[config.mk]
export PLATFORM = sky130hd
export DESIGN_NAME = fifo_rr_arbiter
export DESIGN_NICKNAME = d
export VERILOG_FILES = /design/src/rtl/fifo_rr_arbiter_pkg.sv /design/src/rtl/fifo_rr_arbiter_rr_pick4.sv /design/src/rtl/fifo_rr_arbiter.sv
export SDC_FILE = /design/constraint.sdc
export NUM_CORES = 1
export LEC_CHECK = 0
export CAP_MARGIN = 10
export CORE_AREA = 2 2 52 54
export CTS_BUF_LIST = sky130_fd_sc_hd__clkbuf_8
export DETAILED_ROUTE_END_ITERATION = 16
export DIE_AREA = 0 0 54 56
export GPL_TIMING_DRIVEN = 1
export PLACE_DENSITY = 0.75
export RECOVER_POWER = 50
export SYNTH_ARGS = -nofsm -noshare
export SYNTH_HDL_FRONTEND = slang
export SYNTH_HIERARCHICAL = 1
export SYNTH_SLANG_ARGS = --single-unit
[constraint.sdc]
create_clock -name clk -period 1.85 [get_ports clk]
set_input_delay 0.37 -clock clk [delete_from_list [all_inputs] [get_ports clk]]
set_output_delay 0.37 -clock clk [all_outputs]
set_load 0.01 [all_outputs]
[src/rtl/fifo_rr_arbiter_pkg.sv]
// Shared definitions for the four-source round-robin FIFO drain scheduler.
package fifo_rr_arbiter_pkg;

    localparam int SRC_N = 4;
    localparam int SRC_W = 2;

    typedef enum logic [1:0] {
        ST_IDLE   = 2'd0,
        ST_ACTIVE = 2'd1,
        ST_PAUSE  = 2'd2
    } arb_state_t;

    // Source index reached by stepping 'off' places forward from 'base', wrapping.
    function automatic logic [SRC_W-1:0] rr_idx(input logic [SRC_W-1:0] base,
                                                input int unsigned      off);
        return base + SRC_W'(off);
    endfunction

endpackage

[src/rtl/fifo_rr_arbiter_rr_pick4.sv]
// Purpose: one-hot round-robin pick among four requesters, searching from last+1.
// Latency: purely combinational.
// Backpressure: none; the caller decides whether the pick is used.
module rr_pick4
    import fifo_rr_arbiter_pkg::*;
(
    input  logic [SRC_N-1:0] req,
    input  logic [SRC_W-1:0] last,
    output logic [SRC_N-1:0] gnt,
    output logic [SRC_W-1:0] gnt_idx,
    output logic             any
);

    // Walk from the farthest candidate to the nearest so the nearest wins;
    // the previous winner itself is the last resort.
    always_comb begin
        gnt_idx = last;
        for (int k = SRC_N; k >= 1; k--) begin
            if (req[rr_idx(last, k)]) begin
                gnt_idx = rr_idx(last, k);
            end
        end
        any = |req;
        gnt = any ? (SRC_N'(1) << gnt_idx) : '0;
    end

endmodule

[src/rtl/fifo_rr_arbiter.sv]
// Purpose: drain four source fifo16 queues round-robin into one tagged sink fifo16.
// Latency: fixed 2 cycles pop->push, one word per cycle.
// Backpressure: pops stop on sink almost_full/full, resume only after sink reaches almost_empty/empty.
module fifo_rr_arbiter
    import fifo_rr_arbiter_pkg::*;
#(
    parameter int DATA_WIDTH = 4,
    parameter int NUM_SRC    = SRC_N
) (
    input  logic                          clk,
    input  logic                          rst,
    input  logic                          enable,
    input  logic [NUM_SRC-1:0]            in_empty,
    input  logic [NUM_SRC*DATA_WIDTH-1:0] in_data,
    output logic [NUM_SRC-1:0]            in_pop,
    input  logic                          out_full,
    input  logic                          out_almost_full,
    input  logic                          out_almost_empty,
    input  logic                          out_empty,
    output logic                          out_push,
    output logic [DATA_WIDTH-1:0]         out_data,
    output logic [SRC_W-1:0]              out_src,
    output logic [1:0]                    state,
    output logic                          idle
);

    arb_state_t              r_state;
    arb_state_t              w_state_nxt;
    logic [SRC_W-1:0]        r_last_grant;
    logic                    r_vld1;
    logic [SRC_W-1:0]        r_sel1;
    logic                    r_out_push;
    logic [DATA_WIDTH-1:0]   r_out_data;
    logic [SRC_W-1:0]        r_out_src;

    logic [NUM_SRC-1:0]      w_req;
    logic [NUM_SRC-1:0]      w_gnt;
    logic [SRC_W-1:0]        w_gnt_idx;
    logic                    w_any;
    logic                    w_sink_hold;
    logic                    w_pop_ok;
    logic [DATA_WIDTH-1:0]   w_sel_word;

    assign w_req       = ~in_empty;
    assign w_sink_hold = out_almost_full | out_full;

    rr_pick4 u_pick (
        .req     (w_req),
        .last    (r_last_grant),
        .gnt     (w_gnt),
        .gnt_idx (w_gnt_idx),
        .any     (w_any)
    );

    // Gating on almost_full in the same cycle bounds in-flight words to two,
    // which is exactly the headroom left in the sink at count 14.
    assign w_pop_ok = (r_state == ST_ACTIVE) & enable & ~w_sink_hold & w_any;
    assign in_pop   = w_pop_ok ? w_gnt : '0;

    always_comb begin
        w_state_nxt = r_state;
        case (r_state)
            ST_IDLE: begin
                if (enable & w_any & ~w_sink_hold) begin
                    w_state_nxt = ST_ACTIVE;
                end
            end
            ST_ACTIVE: begin
                if (w_sink_hold) begin
                    w_state_nxt = ST_PAUSE;
                end else if (~enable | ~w_any) begin
                    w_state_nxt = ST_IDLE;
                end
            end
            ST_PAUSE: begin
                if (out_almost_empty | out_empty) begin
                    w_state_nxt = ST_IDLE;
                end
            end
            default: w_state_nxt = ST_IDLE;
        endcase
    end

    // Source buf_out is registered, so the popped word is selected a cycle after the pop.
    always_comb begin
        w_sel_word = '0;
        for (int i = 0; i < NUM_SRC; i++) begin
            if (r_sel1 == SRC_W'(i)) begin
                w_sel_word = in_data[i*DATA_WIDTH +: DATA_WIDTH];
            end
        end
    end

    always_ff @(posedge clk or posedge rst) begin
        if (rst) begin
            r_state      <= ST_IDLE;
            r_last_grant <= SRC_W'(NUM_SRC - 1);
            r_vld1       <= 1'b0;
            r_sel1       <= '0;
            r_out_push   <= 1'b0;
            r_out_data   <= '0;
            r_out_src    <= '0;
        end else begin
            r_state    <= w_state_nxt;
            r_vld1     <= w_pop_ok;
            r_sel1     <= w_gnt_idx;
            r_out_push <= r_vld1;
            if (w_pop_ok) begin
                r_last_grant <= w_gnt_idx;
            end
            if (r_vld1) begin
                r_out_data <= w_sel_word;
                r_out_src  <= r_sel1;
            end
        end
    end

    assign out_push = r_out_push;
    assign out_data = r_out_data;
    assign out_src  = r_out_src;
    assign state    = r_state;
    assign idle     = (r_state == ST_IDLE) & ~r_vld1 & ~r_out_push;

    a_no_push_into_full: assert property (@(posedge clk) disable iff (rst) !(r_out_push && out_full));

endmodule

* Yosys cells after proc, flatten, opt, wreduce, memory -nomap -nowiden
Cells that the tools add are included.
** Storage, ports and cells
- Flip-flop bits (word level) :: 14
- Logic and storage cells :: 62
- Output and inout bits :: 14
- Input bits :: 27
** Operators by class
- Equality and inequality tests :: 8
- $lt $le $gt $ge :: 3
- Multiplexer cells :: 20
- Reduce and logical (&&, ||, !) cells :: 4
- Shift-type cells :: 1
- Bitwise gates (word level) :: 16
- Add/subtract/negate cells :: 3
** Operators with widths (count)
- $mux 4 :: 6
- $mux 2 :: 7
- $lt 2x3->1 const B :: 3
- $and 1x1->1 :: 7
- $bmux 1 s2 :: 3
- $eq 2x2->1 const B :: 3
- $pmux 2 s3 :: 1
- $not 1->1 :: 5
- $add 2x2->2 const B :: 2
- $eq 2x1->1 const B :: 2
- $logic_not 2->1 :: 2
- $ne 2x2->1 const B :: 2
- $not 4->4 :: 1
- $reduce_or 4->1 :: 1
- $shl 1x2->4 const A :: 1
- $mux 1 :: 3
- $ne 3x2->1 const B :: 1
- $or 1x1->1 :: 3
- $reduce_and 3->1 :: 1
- $add 2x1->2 const B :: 1

* Longest topological paths before layout
Gate-level depths: netlist of the first run.
- Depth after elaboration :: 9
- Mapped depth :: 6
- Depth with buffers taken out :: 5

* Cells and area by module
Netlist of the first run, hierarchy kept.
** Modules (own cells, without submodules)
- fifo_rr_arbiter :: seq. area each 352.8 sq um, area each 681.9 sq um, instances 1, cells each 61
- rr_pick4 :: seq. area each 0.0 sq um, area each 203.9 sq um, instances 1, cells each 30

* Worst setup path after synthesis of the first run
No wires, ideal clock.
- Path kind :: input to output
- Start :: input in_empty[3]
- End :: output in_pop[0]
- Arrival time :: 1.448 ns
- Data required time :: 1.480 ns
- Slack :: 0.032 ns
- Path buffers :: 1
- Cell stages on the path :: 6
- Cells stage by stage :: inv_1 -> clkbuf_1 -> or4_1 -> nand2_1 -> nor4_4 -> and2_2
** On the way
- Elaborated cells on any way between the ends :: 15
- Classes of those cells :: shift (1); mux (11); bitwise (2); reduce/logical (1)
** RTL lines
- start: declaration :: line fifo_rr_arbiter.sv:13 : input logic [NUM_SRC-1:0] in_empty,
- $not 4->4 :: line fifo_rr_arbiter.sv:44 : assign w_req = ~in_empty;
- $reduce_or 4->1 :: line fifo_rr_arbiter_rr_pick4.sv:23 : any = |req;
- net w_any :: line fifo_rr_arbiter.sv:39 : logic w_any;
- $and 1x1->1 :: line fifo_rr_arbiter.sv:57 : assign w_pop_ok = (r_state == ST_ACTIVE) & enable & ~w_sink_hold & w_any;
- net w_pop_ok :: line fifo_rr_arbiter.sv:41 : logic w_pop_ok;
- $mux 4 :: line fifo_rr_arbiter.sv:58 : assign in_pop = w_pop_ok ? w_gnt : '0;
- end: declaration :: line fifo_rr_arbiter.sv:15 : output logic [NUM_SRC-1:0] in_pop,
The timed path passes the listed nets, and every way through them passes these cells. The select of a mux whose other input is x is not followed.

* Final worst setup path of the first run
- Start :: register r_last_grant[0]
- End :: output in_pop[1]
** On the way
- Cells in the longest elaborated chain, start to end :: 9
- Elaborated cells on any way between the ends :: 15
- Classes of those cells :: add/sub (3); shift (1); mux (11)
** Ends and longest elaborated chain
- start: declaration :: line fifo_rr_arbiter.sv:29 : logic [SRC_W-1:0] r_last_grant;
- start signal: assignment :: line fifo_rr_arbiter.sv:97 : r_last_grant <= SRC_W'(NUM_SRC - 1);
- start signal: assignment :: line fifo_rr_arbiter.sv:109 : r_last_grant <= w_gnt_idx;
- $add 2x2->2 :: line fifo_rr_arbiter_pkg.sv:16 : return base + SRC_W'(off);
- $bmux 1 s2 :: line fifo_rr_arbiter_rr_pick4.sv:19 : if (req[rr_idx(last, k)]) begin
- $mux 1 (not written as such) :: line fifo_rr_arbiter_rr_pick4.sv:19
- $mux 2 (2 in a row) :: line fifo_rr_arbiter_rr_pick4.sv:19
- $mux 2 (*) :: line fifo_rr_arbiter_rr_pick4.sv:19
- $shl 1x2->4 (*) :: line fifo_rr_arbiter_rr_pick4.sv:24 : gnt = any ? (SRC_N'(1) << gnt_idx) : '0;
- $mux 4 (*) :: line fifo_rr_arbiter_rr_pick4.sv:24
- net w_gnt[1] :: line fifo_rr_arbiter.sv:37 : logic [NUM_SRC-1:0] w_gnt;
- $mux 4 (*) :: line fifo_rr_arbiter.sv:58
Mark *: on every way through the listed nets, which the timed path passes. The rest lies on a longest branch. The select of a mux whose other input is x is not followed.

==> summary.txt, run 1 <==
Status
  – Status: finished with violations
  – Failing checks: negative setup slack

Critical path
  – WP data arrival: 1.52 ns
  – Crit-path max FO: 4
  – Crit-path slowest cell: dfstp_2
  – RR Startpoint: r_last_grant[1]
  – Bufs and invs on worst path: 2
  – Worst Setup End Kind: output port
  – Critical Path Source Type: flip-flop
  – R2r endpoint: r_last_grant[0]
  – Critical setup path kind: flip-flop to output port
  – WP data required: about 1.5 ns
  – Worst Reg-to-Reg Cells: 5
  – Flop2flop setup slack: 0.31 ns
  – Slowest stage delay, CP: 0.57 ns
  – Critical path's most frequent cell: buf_6
  – CP Cell Sequence: buf_6 > a21o_1 > a21oi_2 > o21a_1 > and2_4 > buf_6
  – CP top delay family: flip-flops

Global routing
  – First-pass GRT wire length: approximately 3700 um
  – Pin count of the biggest net entering global routing: 15
  – Overflow after GRT: 0
  – GRT Overall Usage: around 17%
  – Vias in the first global route: about 850
  – Initial antenna violation count: 0

Synthesis
  – Seq/Total Area, Yosys: between 30 and 40%
  – Mapped Avg Cell Area: 9.735 um2
  – Main synth FF type: dfrtp_1
  – Synth top cells by count: 13 x inv_1, 12 x dfrtp_1, 8 x nand2_1, 7 x mux2_2, 5 x o221ai_1
  – Share of the synthesized area in the top cell type: around a third
  – Warnings, synthesis: 6
  – Cell count after synthesis: 91
  – Post-Syn Area: about 890 um2
  – Number of flops mapped to enable cells by yosys: 0
  – Top-count cell post-synth: inv_1
  – Adder-cell area share of the yosys netlist: 0%
  – Largest family of logic cells by synthesized area: compound AO/OA/AOI/OAI gates
  – XOR/XNOR Fraction of Synth Area: 0%
  – Multiplexer area fraction after synthesis: between 10% and 20%
  – Synth area leaders: dfrtp_1 34%, mux2_2 8.9%, dfstp_2 5.9%
  – Ys async rst share: 100.0%
  – Post-synthesis compound-gate area fraction: a little under a fifth
  – Yosys cell types: 33
  – FF+latch count, synth: 14
  – Leading area contributor after synthesis: dfrtp_1
  – Syn_nets: between 100 and 150
  – Synth Area in Simple Gates: roughly a fifth

Cells and area
  – Diodes inserted: 0
  – Area delta synth->final: 73.59%
  – Area of the multi-input gates: between 500 and 600 um2
  – Nets@finish: roughly 180
  – Reg area: roughly 350 um2
  – Fillers: roughly 230
  – Share of cells above drive strength 1: 37.84%
  – Post-route cell area: around 0.0015 mm2

Drt
  – Total Wirelength: about 2400 um
  – Pre-antenna DRT Iters: 4
  – DR vias: 870
  – 1st-iter DRT viols: 7
  – Routed len/inst: roughly 14 um
  – ANT nets after route: 0
  – Via-per-instance ratio: 4.888
  – DRC viols: 0

Die
  – FP Rows: 18
  – Die H: ~56 um
  – Core ar.: 0.002432 mm2
  – I/O pins: 41
  – Horiz. Die Dim: between 50 and 60 um
  – Initial core utilization: 36.42%
  – Die Area: 0.003024 mm2

CTS
  – CTS tree: built
  – TritonCTS Buffers: 3
  – Clk pin slew, worst setup/hold paths: approximately 0.05 ns
  – Htree depth: 1
  – Clock Tree Buf Depth: 2
  – Sink Count: 14
  – Hold buffer count at CTS: 0
  – Clk_lat worst skew: ~0.24 ns
  – Root Driver: clkbuf_8

STA
  – Post-layout min period: 1.892 ns
  – Slew @ Worst Pin: 0.5053 ns
  – Max_slew headroom: 66.28%
  – Fmax: approximately 0.53 GHz
  – Final period util: 102.2%
  – Final WS setup: -0.04156 ns
  – Clk_skew: approximately 0.0027 ns
  – Final number of hold-violating endpoints: 0
  – Pins over their slew limit: 0
  – Unrepaired setup endpoints after global routing: true
  – Final Setup Violations: 3

Place
  – Final GP Congestion: ~0.83
  – Worst slack, placed: -0.8082 ns
  – DP Area: between 0.001 and 0.0015 mm2
  – IO buf count: 40
  – Post-DP HPWL: about 1900 um

Power
  – P_leak: approximately 0.00069 uW
  – Total power: between 1000 and 1500 uW
  – Worst vdd ir: just under 0.0006 V
  – Pwr Density: roughly 810 mW/mm2

Worst hold path
  – Hold path depth: 2
  – HP Class: input port to flip-flop
  – Worst hold path endpoint: state[0]
  – Hold_sp: out_almost_full

Run
  – Max Cap Viol: 0
==> final cells by class <==
class / count / share of cell area, %
Multi-Input combinational cell: 59 / 32.87
Tap cell: 30 / 2.441
Clock buffer: 3 / 2.685
Inverter: 13 / 3.173
Timing Repair Buffer: 59 / 35.88
Sequential cell: 14 / 22.95
==> registers in the layout, indices dropped and copies added, names as in the netlist <==
register / count
out_data: 4
out_push: 1
out_src: 2
r_last_grant: 2
r_sel1: 2
r_vld1: 1
state: 2
==> worst reg2reg max path, cell delays in order (launching register included) <==
cell and delay [ns]:
dfstp_2 0.56, buf_12 0.12, nand2b_1 0.12, a21boi_1 0.20, o221ai_1 0.18, mux2_2 0.29
==> placed cells by master (no fill, tap or decap), types with 3 or more instances in the layout <==
cell type        count
mux2i_1              4
mux2_2               7
a21oi_2              3
o221ai_1             5
and2_4               4
inv_1               10
dfrtp_1             12
clkdlybuf4s50_1     26
buf_6                7
clkbuf_8             3
inv_2                3
nand2_1              6
buf_4               14
dlygate4sd2_1        5
==> how the worst max path moves through the flow <==
| stage | from | end | slack (ns) | cells after the start |
|---|---|---|---|---|
| after floorplan | in_empty[3] | in_pop[0] | 0.03 | 6 |
| after CTS | r_last_grant[1] | in_pop[3] | -0.05 | 5 |
| final | r_last_grant[0] | in_pop[1] | -0.04 | 6 |
| after global placement | in_empty[2] | in_pop[3] | -0.76 | 7 |
| after global routing | r_last_grant[0] | in_pop[1] | -0.09 | 6 |
| after detailed placement | in_empty[3] | in_pop[0] | -0.81 | 7 |
==> per-stage QoR <==
step	hold WS, ns	TNS (ns)	util, %	std cells
4_1_cts	0.4915	-0.1371	62.35	177
6_report	0.5138	-0.09743	63.22	178
5_1_grt	0.5277	-0.2962	63.22	178
3_5_place_dp	0.5148	-3.674	57.46	168
2_1_floorplan	0.2578	0	-	91
3_3_place_gp	0.4890	-3.463	57.46	168
==> cell families after synthesis <==
kind of cell | Yosys count
simple gates | 26
compound gates | 22
buf+inv | 18
flops | 14
mux | 11
==> power by group <==
| group | total, uW | leakage [uW] | switching [uW] | internal [uW] |
|---|---|---|---|---|
| Sequential | 455 | 0.000170 | 70.6 | 385 |
| Combinational | 560 | 0.000503 | 208 | 351 |
| Clock | 232 | 0.0000216 | 89.4 | 143 |
==> repair_timing <==
item | CTS | global route
setup buffers | 6 | 1
cloned | 0 | 0
resized for setup | 50 | 5
pin swaps | 11 | 3
endpoints found under the setup margin | 5 | 4
==> metal layers <==
metal / part of all wire (%) / global-route usage [%] / routed length (um)
met1: 38 / 19.06 / 929
met2: 53 / 29.97 / 1292
met3: 9.2 / 2.688 / 226
met4: 0 / 5.000 / 0
met5: 0 / 0 / 0
No activity file was read; power rests on OpenSTA's default activity.
==> inputs of run 2 (changes only) <==
--- a/config.mk
+++ b/config.mk
@@ -6,14 +6,14 @@
 export NUM_CORES = 1
 export LEC_CHECK = 0
 export CAP_MARGIN = 10
-export CORE_AREA = 2 2 52 54
+export CORE_AREA = 2 2 49 51
 export CTS_BUF_LIST = sky130_fd_sc_hd__clkbuf_8
 export DETAILED_ROUTE_END_ITERATION = 16
-export DIE_AREA = 0 0 54 56
+export DIE_AREA = 0 0 51 53
 export GPL_TIMING_DRIVEN = 1
-export PLACE_DENSITY = 0.75
+export PLACE_DENSITY = 0.76
 export RECOVER_POWER = 50
+export SLEW_MARGIN = 20
 export SYNTH_ARGS = -nofsm -noshare
 export SYNTH_HDL_FRONTEND = slang
-export SYNTH_HIERARCHICAL = 1
 export SYNTH_SLANG_ARGS = --single-unit
==> run 2 against run 1 <==
Effect of this change:
- the flow still finishes with violations (negative setup slack)
- worst setup slack worse by 0.26 ns
- clock skew about the same
- fmax down 12%
- cell count down 19%
==> summary.txt, run 2 <==
Status
  – Status: finished with violations
  – Failing checks: negative setup slack

STA
  – Slew @ Worst Pin: ~0.48 ns
  – Final number of hold-violating endpoints: 0
  – Hold WS: 0.5090 ns
  – Final period util: 116.4%
  – Pins over their slew limit: 0
  – Max_slew headroom: just under 70%
  – Fmax: around 0.46 GHz
  – Final Setup Violations: 4
  – Clk_skew: roughly 0.0024 ns
  – Unrepaired setup endpoints after global routing: true
  – Post-layout min period: about 2.2 ns
  – Final WS setup: -0.3037 ns

Worst hold path
  – HP Class: flip-flop to flip-flop

Synthesis
  – Post-Syn Area: between 700 and 800 um2
  – Warnings, synthesis: 0
  – Cell count after synthesis: 57
  – Seq/Total Area, Yosys: a little under half
  – Mapped Avg Cell Area: approximately 13 um2
  – Number of flops mapped to enable cells by yosys: 0
  – Synth top cells by count: 12 x dfrtp_1, 6 x mux2_2, 4 x inv_1, 4 x mux4_2, 3 x o21ai_0
  – Main synth FF type: dfrtp_1
  – Syn_nets: 84
  – Leading area contributor after synthesis: dfrtp_1
  – Top-count cell post-synth: dfrtp_1
  – Synth area leaders: dfrtp_1 41%, mux4_2 12%, mux2_2 9.2%
  – FF+latch count, synth: 14
  – Yosys cell types: 25
  – Share of the synthesized area in the top cell type: 40.68%
  – Ys async rst share: 100.0%

Die
  – FP Rows: 17
  – Core ar.: about 0.0021 mm2
  – Horiz. Die Dim: roughly 51 um
  – Die Area: roughly 0.0027 mm2
  – I/O pins: around 40
  – Die H: 53 um
  – Initial core utilization: 34.36%

Critical path
  – Worst Setup End Kind: output port
  – Crit-path max FO: 4
  – WP data arrival: 1.78 ns
  – WP data required: 1.48 ns
  – Critical Path Source Type: flip-flop
  – Critical setup path kind: flip-flop to output port

Global routing
  – GRT Overall Usage: between 15 and 20%
  – First-pass GRT wire length: 3042 um
  – Overflow after GRT: 0
  – Initial antenna violation count: 0
  – Pin count of the biggest net entering global routing: 15
  – Vias in the first global route: just under 700

Drt
  – Total Wirelength: between 1500 and 2000 um
  – Pre-antenna DRT Iters: 4
  – DR vias: about 680
  – Via-per-instance ratio: roughly 4.7
  – 1st-iter DRT viols: 3
  – Routed len/inst: about 13 um
  – ANT nets after route: 0
  – DRC viols: 0

Place
  – IO buf count: 40
  – DP Area: around 0.0012 mm2
  – Placed cells: between 100 and 150
  – Post-DP HPWL: around 1400 um
  – Final GP Congestion: 0.7758

Cells and area
  – Max reg flops: 4
  – Diodes inserted: 0
  – Reg area: about 350 um2
  – Nets@finish: approximately 150
  – Most frequent cells in the layout: 31 x clkdlybuf4s50_1, 12 x dfrtp_1, 9 x buf_4
  – Fillers: around 180
  – Share of cells above drive strength 1: a little over a third
  – Layout Cells excl Fill: ~150
  – Final Util: 63.54%
  – Post-route cell area: roughly 0.0014 mm2
  – Area of the multi-input gates: 382.9 um2
  – Area delta synth->final: 84.92%
  – Commonest non-fill, non-tap cell in the layout: clkdlybuf4s50_1

CTS
  – CTS tree: built
  – Clk_lat worst skew: 0.24 ns
  – TritonCTS Buffers: 3
  – Clock Tree Buf Depth: 2
  – Clk pin slew, worst setup/hold paths: ~0.06 ns
  – Sink Count: 14
  – Root Driver: clkbuf_8
  – Htree depth: 1

Run
  – Max Cap Viol: 0

Power
  – P_leak: between 0.0006 and 0.0007 uW
  – Worst vdd ir: about 0.00052 V
  – Pwr Density: ~860 mW/mm2
-- run 2: changes by cell type after synthesis, sizes merged, moves of 3 or more --
cell and delta:
inv -9, nand2 -6, o221ai -5, a21oi -4, mux2i -4, mux4 +4, buf -3, nand2b -3
-- run 2: per-layer routing --
layer | part of all wire, % | up-vias | routed length (um) | global-route usage [%]
li1 | - | 332 | - | -
met1 | 44 | 321 | 847 | 18.74
met2 | 48 | 31 | 919 | 25.97
met3 | 8.3 | 0 | 159 | 5.367
met4 | 0 | 0 | 0 | 5.405
met5 | 0 | - | 0 | 0
-- run 2: logic make-up (layout without fill, tap and decap cells) --
family          after synthesis  count (layout)  synth area share, %
compound gates                7               7                8.984
simple gates                 20              20                17.29
mux                          11              11                23.39
flops                        14              14                47.80
buf+inv                       5              65                2.541
-- run 2: worst max-delay path, stage by stage (launching register included) --
cell	delay (ns)
dfstp_2	0.58
buf_6	0.12
nor2b_4	0.04
buf_6	0.11
o41ai_4	0.24
buf_4	0.18
inv_2	0.04
nor3_2	0.08
buf_2	0.14
-- run 2: where the power goes --
group          switching (uW)  leakage, uW  internal (uW)
registers                65.2     0.000177            376
logic                     143     0.000407            301
clock network             104    0.0000288            188
-- run 2: path summary, 6_finish.rpt --
| path | from | to | slack (ns) | cells past startpoint |
|---|---|---|---|---|
| setup / recovery | r_last_grant[1] | in_pop[0] | -0.30 | 8 |
| max in group asynchronous | rst | r_last_grant[1] | 0.91 | 2 |
| hold / removal | out_src[1] | out_src[1] | 0.51 | 1 |
| setup reg to reg | r_last_grant[1] | r_last_grant[1] | 0.06 | 9 |
| min in group asynchronous | rst | r_sel1[1] | 0.59 | 2 |
| hold reg to reg | out_src[1] | out_src[1] | 0.51 | 1 |
-- run 2: final cells by class --
cell class                 count  share of cell area [%]
timing repair buffer          57                   38.41
multi-input combinational     38                   28.05
sequential                    14                   25.85
clock buffer                   4                   4.033
tap                           28                   2.566
inverter                       4                   1.100
-- run 2: per-stage QoR --
| step | setup slack [ns] | setup TNS, ns | total power (uW) |
|---|---|---|---|
| after floorplan | 0.1494 | 0 | 621.3 |
| after global placement | -0.7674 | -2.912 | 807.6 |
| after detailed placement | -0.8165 | -3.009 | 819.3 |
| after CTS | -0.2794 | -1.013 | 1181 |
| after global routing | -0.4016 | -1.529 | 1244 |
| final | -0.3037 | -1.115 | 1176 |
-- run 2: repair_timing --
action / in CTS / in global routing
hold buffers: 0 / 0
hold endpoints to repair: 0 / 0
setup endpoints to repair: 5 / 4
resized for setup: 28 / 1
setup buffers: 8 / 1
pin swaps: 8 / 2
